===== config.mk =====
export PLATFORM = sky130hd
export DESIGN_NAME = cdb_writeback
export DESIGN_NICKNAME = d
export VERILOG_FILES = /design/src/rtl/fp_tomasulo_pkg.sv /design/src/rtl/wb_fifo.sv /design/src/rtl/cdb_writeback.sv
export SDC_FILE = /design/constraint.sdc
export NUM_CORES = 1
export LEC_CHECK = 0
export BUFFER_PORTS_ARGS = -buffer_cell sky130_fd_sc_hd__buf_2
export CAP_MARGIN = 10
export CELL_PAD_IN_SITES_DETAIL_PLACEMENT = 1
export CELL_PAD_IN_SITES_GLOBAL_PLACEMENT = 1
export CORE_ASPECT_RATIO = 1.4
export CORE_MARGIN = 5
export CORE_UTILIZATION = 30
export CTS_CLUSTER_DIAMETER = 120
export CTS_CLUSTER_SIZE = 30
export DETAILED_ROUTE_END_ITERATION = 12
export PLACE_DENSITY_LB_ADDON = 0.1
export SLEW_MARGIN = 20
export SYNTH_ARGS = -nofsm -noshare
export SYNTH_HDL_FRONTEND = slang
export SYNTH_HIERARCHICAL = 1
export SYNTH_SLANG_ARGS = --single-unit
export TNS_END_PERCENT = 20

===== constraint.sdc =====
create_clock -name clock -period 4.1 [get_ports clock]
set_input_delay 0.82 -clock clock [delete_from_list [all_inputs] [get_ports clock]]
set_output_delay 0.82 -clock clock [all_outputs]
set_load 0.05 [all_outputs]

===== src/rtl/fp_tomasulo_pkg.sv =====
// Shared widths, tag/register constants and the CDB packet type for the
// Tomasulo FP writeback path.
package fp_tomasulo_pkg;

    localparam int DATA_W   = 16;
    localparam int TAG_W    = 3;
    localparam int NUM_REGS = 6;
    localparam int ADDR_W   = 3;

    localparam logic [TAG_W-1:0]  TAG_NONE = '0;

    localparam logic [ADDR_W-1:0] REG_R1 = 3'd1;
    localparam logic [ADDR_W-1:0] REG_R2 = 3'd2;
    localparam logic [ADDR_W-1:0] REG_R3 = 3'd3;
    localparam logic [ADDR_W-1:0] REG_R4 = 3'd4;
    localparam logic [ADDR_W-1:0] REG_R5 = 3'd5;
    localparam logic [ADDR_W-1:0] REG_R6 = 3'd6;

    typedef struct packed {
        logic [TAG_W-1:0]  tag;
        logic [DATA_W-1:0] value;
    } cdb_pkt_t;

endpackage


===== src/rtl/wb_fifo.sv =====
// Small result buffer in front of the CDB arbiter. Ready depends only on the
// current occupancy, so a full buffer refuses a push even while it is popping.
module wb_fifo
    import fp_tomasulo_pkg::*;
#(
    parameter int DEPTH = 2,
    parameter int CNT_W = $clog2(DEPTH + 1)
) (
    input  logic             clock,
    input  logic             reset,
    input  logic             i_push,
    input  cdb_pkt_t         i_pkt,
    input  logic             i_pop,
    output cdb_pkt_t         o_head,
    output logic             o_ready,
    output logic [CNT_W-1:0] o_count
);

    localparam int PTR_W = (DEPTH > 1) ? $clog2(DEPTH) : 1;

    cdb_pkt_t         r_mem [DEPTH];
    logic [PTR_W-1:0] r_wr_ptr;
    logic [PTR_W-1:0] r_rd_ptr;
    logic [CNT_W-1:0] r_count;
    logic             w_push;
    logic             w_pop;

    function automatic logic [PTR_W-1:0] ptr_inc(input logic [PTR_W-1:0] p);
        return (p == PTR_W'(DEPTH - 1)) ? '0 : p + 1'b1;
    endfunction

    assign o_ready = (r_count < CNT_W'(DEPTH));
    assign w_push  = i_push && o_ready;
    assign w_pop   = i_pop && (r_count != '0);
    assign o_head  = r_mem[r_rd_ptr];
    assign o_count = r_count;

    always_ff @(posedge clock) begin
        if (w_push) begin
            r_mem[r_wr_ptr] <= i_pkt;
        end
    end

    always_ff @(posedge clock) begin
        if (reset) begin
            r_wr_ptr <= '0;
            r_rd_ptr <= '0;
            r_count  <= '0;
        end else begin
            if (w_push) begin
                r_wr_ptr <= ptr_inc(r_wr_ptr);
            end
            if (w_pop) begin
                r_rd_ptr <= ptr_inc(r_rd_ptr);
            end
            case ({w_push, w_pop})
                2'b10:   r_count <= r_count + 1'b1;
                2'b01:   r_count <= r_count - 1'b1;
                default: r_count <= r_count;
            endcase
        end
    end

endmodule


===== src/rtl/cdb_writeback.sv =====
// CDB writeback: buffers adder/multiplier results, round-robin broadcasts them,
// owns the Qi table and drives the FP register file write port.
// Optional statistics counters are built when CDB_STATS_EN is defined.
module cdb_writeback
    import fp_tomasulo_pkg::*;
#(
    parameter int FIFO_DEPTH = 2
) (
    input  logic                      clock,
    input  logic                      reset,
    input  logic                      add_valid,
    output logic                      add_ready,
    input  logic [TAG_W-1:0]          add_tag,
    input  logic [DATA_W-1:0]         add_value,
    input  logic                      mul_valid,
    output logic                      mul_ready,
    input  logic [TAG_W-1:0]          mul_tag,
    input  logic [DATA_W-1:0]         mul_value,
    input  logic                      issue_en,
    input  logic [ADDR_W-1:0]         issue_reg,
    input  logic [TAG_W-1:0]          issue_tag,
    output logic [NUM_REGS*TAG_W-1:0] qi_flat,
    output logic                      cdb_valid,
    output logic [TAG_W-1:0]          cdb_tag,
    output logic [DATA_W-1:0]         cdb_value,
    output logic [DATA_W-1:0]         rf_dataIn,
    output logic [ADDR_W-1:0]         rf_dataAddress,
`ifdef CDB_STATS_EN
    output logic [15:0]               stat_bcast,
    output logic [15:0]               stat_stall,
`endif
    output logic                      rf_writeEnable
);

    localparam int CNT_W = $clog2(FIFO_DEPTH + 1);

    cdb_pkt_t          w_add_in;
    cdb_pkt_t          w_mul_in;
    cdb_pkt_t          w_add_head;
    cdb_pkt_t          w_mul_head;
    cdb_pkt_t          w_pkt;
    logic [CNT_W-1:0]  w_add_count;
    logic [CNT_W-1:0]  w_mul_count;
    logic              w_add_nonempty;
    logic              w_mul_nonempty;
    logic              w_grant_add;
    logic              w_grant_mul;
    logic              w_grant;
    logic              w_match;
    logic [ADDR_W-1:0] w_match_reg;
    logic              w_issue_ok;
    logic              r_last_mul;
    logic [TAG_W-1:0]  r_qi [1:NUM_REGS];

    assign w_add_in = '{tag: add_tag, value: add_value};
    assign w_mul_in = '{tag: mul_tag, value: mul_value};

    wb_fifo #(.DEPTH(FIFO_DEPTH)) u_add_fifo (
        .clock   (clock),
        .reset   (reset),
        .i_push  (add_valid),
        .i_pkt   (w_add_in),
        .i_pop   (w_grant_add),
        .o_head  (w_add_head),
        .o_ready (add_ready),
        .o_count (w_add_count)
    );

    wb_fifo #(.DEPTH(FIFO_DEPTH)) u_mul_fifo (
        .clock   (clock),
        .reset   (reset),
        .i_push  (mul_valid),
        .i_pkt   (w_mul_in),
        .i_pop   (w_grant_mul),
        .o_head  (w_mul_head),
        .o_ready (mul_ready),
        .o_count (w_mul_count)
    );

    assign w_add_nonempty = (w_add_count != '0);
    assign w_mul_nonempty = (w_mul_count != '0);

    // r_last_mul set means the multiplier won last, so the adder is preferred next.
    always_comb begin
        w_grant_add = w_add_nonempty && (!w_mul_nonempty || r_last_mul);
        w_grant_mul = w_mul_nonempty && (!w_add_nonempty || !r_last_mul);
        w_grant     = w_grant_add || w_grant_mul;
        w_pkt       = w_grant_mul ? w_mul_head : w_add_head;
    end

    always_comb begin
        w_match     = 1'b0;
        w_match_reg = '0;
        for (int r = 1; r <= NUM_REGS; r++) begin
            if (w_grant && (w_pkt.tag != TAG_NONE) && (r_qi[r] == w_pkt.tag)) begin
                w_match     = 1'b1;
                w_match_reg = ADDR_W'(r);
            end
        end
    end

    assign w_issue_ok = issue_en && (issue_reg >= REG_R1) && (issue_reg <= REG_R6);

    always_comb begin
        qi_flat = '0;
        for (int r = 1; r <= NUM_REGS; r++) begin
            qi_flat[(r-1)*TAG_W +: TAG_W] = r_qi[r];
        end
    end

    always_ff @(posedge clock) begin
        if (reset) begin
            r_last_mul     <= 1'b1;
            cdb_valid      <= 1'b0;
            cdb_tag        <= '0;
            cdb_value      <= '0;
            rf_writeEnable <= 1'b0;
            rf_dataAddress <= '0;
            rf_dataIn      <= '0;
            for (int r = 1; r <= NUM_REGS; r++) begin
                r_qi[r] <= TAG_NONE;
            end
        end else begin
            cdb_valid <= w_grant;
            if (w_grant) begin
                r_last_mul <= w_grant_mul;
                cdb_tag    <= w_pkt.tag;
                cdb_value  <= w_pkt.value;
            end
            rf_writeEnable <= w_match;
            if (w_match) begin
                rf_dataAddress <= w_match_reg;
                rf_dataIn      <= w_pkt.value;
            end
            // Issue is applied after the clear so a same-edge rename wins.
            for (int r = 1; r <= NUM_REGS; r++) begin
                if (w_match && (w_match_reg == ADDR_W'(r))) begin
                    r_qi[r] <= TAG_NONE;
                end
                if (w_issue_ok && (issue_reg == ADDR_W'(r))) begin
                    r_qi[r] <= issue_tag;
                end
            end
        end
    end

`ifdef CDB_STATS_EN
    logic w_stall;
    assign w_stall = (add_valid && !add_ready) || (mul_valid && !mul_ready);

    always_ff @(posedge clock) begin
        if (reset) begin
            stat_bcast <= '0;
            stat_stall <= '0;
        end else begin
            if (w_grant && (stat_bcast != 16'hFFFF)) begin
                stat_bcast <= stat_bcast + 16'd1;
            end
            if (w_stall && (stat_stall != 16'hFFFF)) begin
                stat_stall <= stat_stall + 16'd1;
            end
        end
    end
`endif

endmodule


==> run metrics <==
run status finished, final reports clean; fraction of registers with async set/reset 0%; post-CTS setup buffers 0; IO Port Bufs 108; Pre-antenna DRT Iters 4; minimum clock period 3.07 ns; WL met1 6570 um; clock root cell clkbuf_16; Placement Cell Area 6840 sq um; R2R cell count 8; post-route setup slack 1.03 ns; Final Max Slew Viols 0; chip height 178 um; Slew HR 28.6%; critical path fanouts, max 17; fin crit share 74.9%; end of the worst hold path rf_dataAddress[2]; CTS tree built; Synth cell types 41; width of the die 130 um; Row Count 61; Routed WL 15,600 um; Worst-path clk slew 0.07 ns; Final Skew 0.0118 ns; Initial Util 30.4%; Worst Tran Pin Value 1.07 ns; Max Used Layer met4; vias in the first global route 4,152; core area 19,800 sq um; DR vias/cell 4.70; Met2 Wirelength 8020 um; Ys Warns 6; Total GRT Usage 13.9%; DRC viols 0; die area 23,100 sq um; CTS max path bufs 2; sequential share of the synthesized area 63.7%; Leak Pwr 2.93 nW; via count 3,826; GP Congestion 0.838; max_cap viols 0; grt total ovfl 0; Avg WL per Cell 19.1 um; # setup viols final 0; hold path startpoint rf_dataAddress[2]; number of enable flip-flop cells after synthesis 94; hold depth 2; Post-DRT Antenna Nets 0; R2R setup slack 1.03 ns; dominant synthesized flop cell edfxtp_1; critical path arrival 3.38 ns; Max VDD drop 353 uV; first-pass GRT wire length 23,600 um; Skew-Pair Late Insertion Delay 0.43 ns; Clock Sinks 145; Design Power 6.57 mW; Setup crit end kind flip-flop; required time of the worst setup path 4.41 ns; 1st-iter DRT viols 166; synthesized area per cell 13.8 sq um; post_cts resized 0; Cells after Synth 437; initial antenna violation count 0; Setup crit start kind flip-flop; Setup CP Type reg -> reg; Inserted Clock Buffers 17; synthesized flop and latch total 145; post-place setup slack 0.959 ns; RR Endpoint rf_dataIn[7]; DR WL met3 688 um; Power per Cell Area 887 nW/um^2; number of nets in the layout 600; n_diodes 0; Max Freq 0.326 GHz; Post-Synthesis Cell Area 6040 sq um; setup tns final 0 ns; final hold vios 0; Synth Net Count 488; RSZ-0062 raised after global routing no; Fill cells 2,132; # H-tree levels 4; Finished Cell Area 7410 sq um; worst min path class reg -> reg; io pins 109; Post-CTS Hold Buffers 0; pin count of the biggest net entering global routing 74; Hold WS 0.496 ns; area grow syn2layout 22.6%; post-DP HPWL 11,300 um; share of layout cells above drive strength 1 38.1%
## layer usage
layer  vias to the layer above  track usage [%]
met5                         -                0
met4                         0             5.63
met3                        19             3.13
met2                        95             24.2
met1                      1888             16.4
li1                       1824                -
## registers in the layout, summed over array words and instances, names as in the netlist, 2 cells and up, named ones only
name / flops
u_add_fifo/r_mem: 38
rf_dataIn: 16
r_qi: 18
u_mul_fifo/o_count: 2
rf_dataAddress: 3
u_add_fifo/o_count: 2
cdb_value: 16
u_mul_fifo/r_mem: 38
cdb_tag: 3
## power by group
part / internal [mW] / switching [mW] / total [mW]
combinational: 1.09 / 1.86 / 2.95
clock: 0.806 / 0.682 / 1.49
sequential: 1.94 / 0.194 / 2.13
total: 3.84 / 2.73 / 6.57
## worst max-delay path: stages (launching register included)
cell and delay (ns):
dfxtp_1 0.36, buf_4 0.29, mux2_2 0.41, mux2i_4 0.33, xnor2_1 0.10, nor4_1 0.63
nor3_1 0.19, and2_4 0.30, mux2_4 0.32
## cell usage in the layout (no fill, tap or decap), types with 2 or more instances in the layout
cell / instances
o21a_1: 2
o21ai_0: 4
nand2_1: 6
a21oi_1: 5
nor2_1: 52
ha_1: 2
nand2b_1: 3
edfxtp_1: 94
mux2i_1: 16
nor4_1: 14
a311o_1: 3
xor2_1: 4
and2_1: 9
dfxtp_1: 51
buf_4: 6
a211o_1: 2
or3_1: 3
inv_8: 4
inv_6: 8
clkbuf_16: 17
nor2b_1: 18
a211oi_1: 20
clkinv_4: 2
mux2i_4: 3
inv_1: 9
nor3_1: 5
mux2_4: 9
mux2_2: 45
buf_2: 108
xnor2_1: 22
## how the worst max path moves through the flow
stage	from	end	slack [ns]	cells after the start
4_1_cts	flip-flop	rf_dataIn[7]	0.95	8
3_3_place_gp	flip-flop	rf_dataIn[12]	1.11	8
6_report	flip-flop	rf_dataIn[7]	1.03	8
2_1_floorplan	flip-flop	rf_dataIn[10]	1.14	11
5_1_grt	flip-flop	rf_dataIn[10]	0.78	8
3_5_place_dp	flip-flop	rf_dataIn[10]	0.96	8
## stage by stage
stage | util [%] | std cells
after floorplan | - | 437
after global placement | 34.5 | 782
after detailed placement | 34.5 | 782
after CTS | 37.3 | 814
after global routing | 37.3 | 814
final | 37.3 | 814
## cells by family (layout without fill, tap and decap cells)
| group | count (synthesis) | in the layout | share of synthesized area, % |
|---|---|---|---|
| compound gates | 40 | 40 | 4.97 |
| xor+xnor | 26 | 26 | 3.77 |
| fa+ha+maj | 2 | 2 | 0.414 |
| buf+inv | 30 | 155 | 2.34 |
| flops | 145 | 145 | 63.7 |
| mux | 73 | 73 | 14.4 |
| simple gates | 121 | 121 | 10.4 |
## cell usage after synthesis, types with 2 or more instances
| cell type | number | share of area, % |
|---|---|---|
| nand2b_1 | 3 | 0.31 |
| ha_1 | 2 | 0.41 |
| mux2i_1 | 16 | 2.7 |
| nor3_1 | 5 | 0.41 |
| buf_6 | 2 | 0.37 |
| and3_1 | 2 | 0.21 |
| a21oi_1 | 5 | 0.41 |
| or3_1 | 3 | 0.31 |
| nor2b_1 | 18 | 1.9 |
| and2_1 | 9 | 0.93 |
| buf_4 | 3 | 0.37 |
| clkbuf_1 | 13 | 0.81 |
| inv_1 | 9 | 0.56 |
| mux2_4 | 9 | 2.2 |
| o21a_1 | 2 | 0.25 |
| nor4_1 | 14 | 1.5 |
| edfxtp_1 | 94 | 47 |
| xnor2_1 | 22 | 3.2 |
| dfxtp_1 | 51 | 17 |
| mux2_2 | 45 | 8.4 |
| a311o_1 | 3 | 0.50 |
| xor2_1 | 4 | 0.58 |
| nand2_1 | 6 | 0.37 |
| mux2i_4 | 3 | 1.1 |
| buf_2 | 2 | 0.17 |
| nor2_1 | 54 | 3.4 |
| a211oi_1 | 20 | 2.5 |
| o21ai_0 | 4 | 0.33 |
| a211o_1 | 2 | 0.29 |
## final cells by class
| cell class | instances | area, sq um | share of cell area, % |
|---|---|---|---|
| clock inverter | 15 | 138 | 1.86 |
| multi-input combinational | 262 | 2060 | 27.9 |
| clock buffer | 17 | 425 | 5.74 |
| sequential | 145 | 3840 | 51.9 |
| timing repair buffer | 114 | 586 | 7.91 |
| tap | 252 | 315 | 4.26 |
| inverter | 9 | 33.8 | 0.456 |
Power figures use the tool's default switching activity.
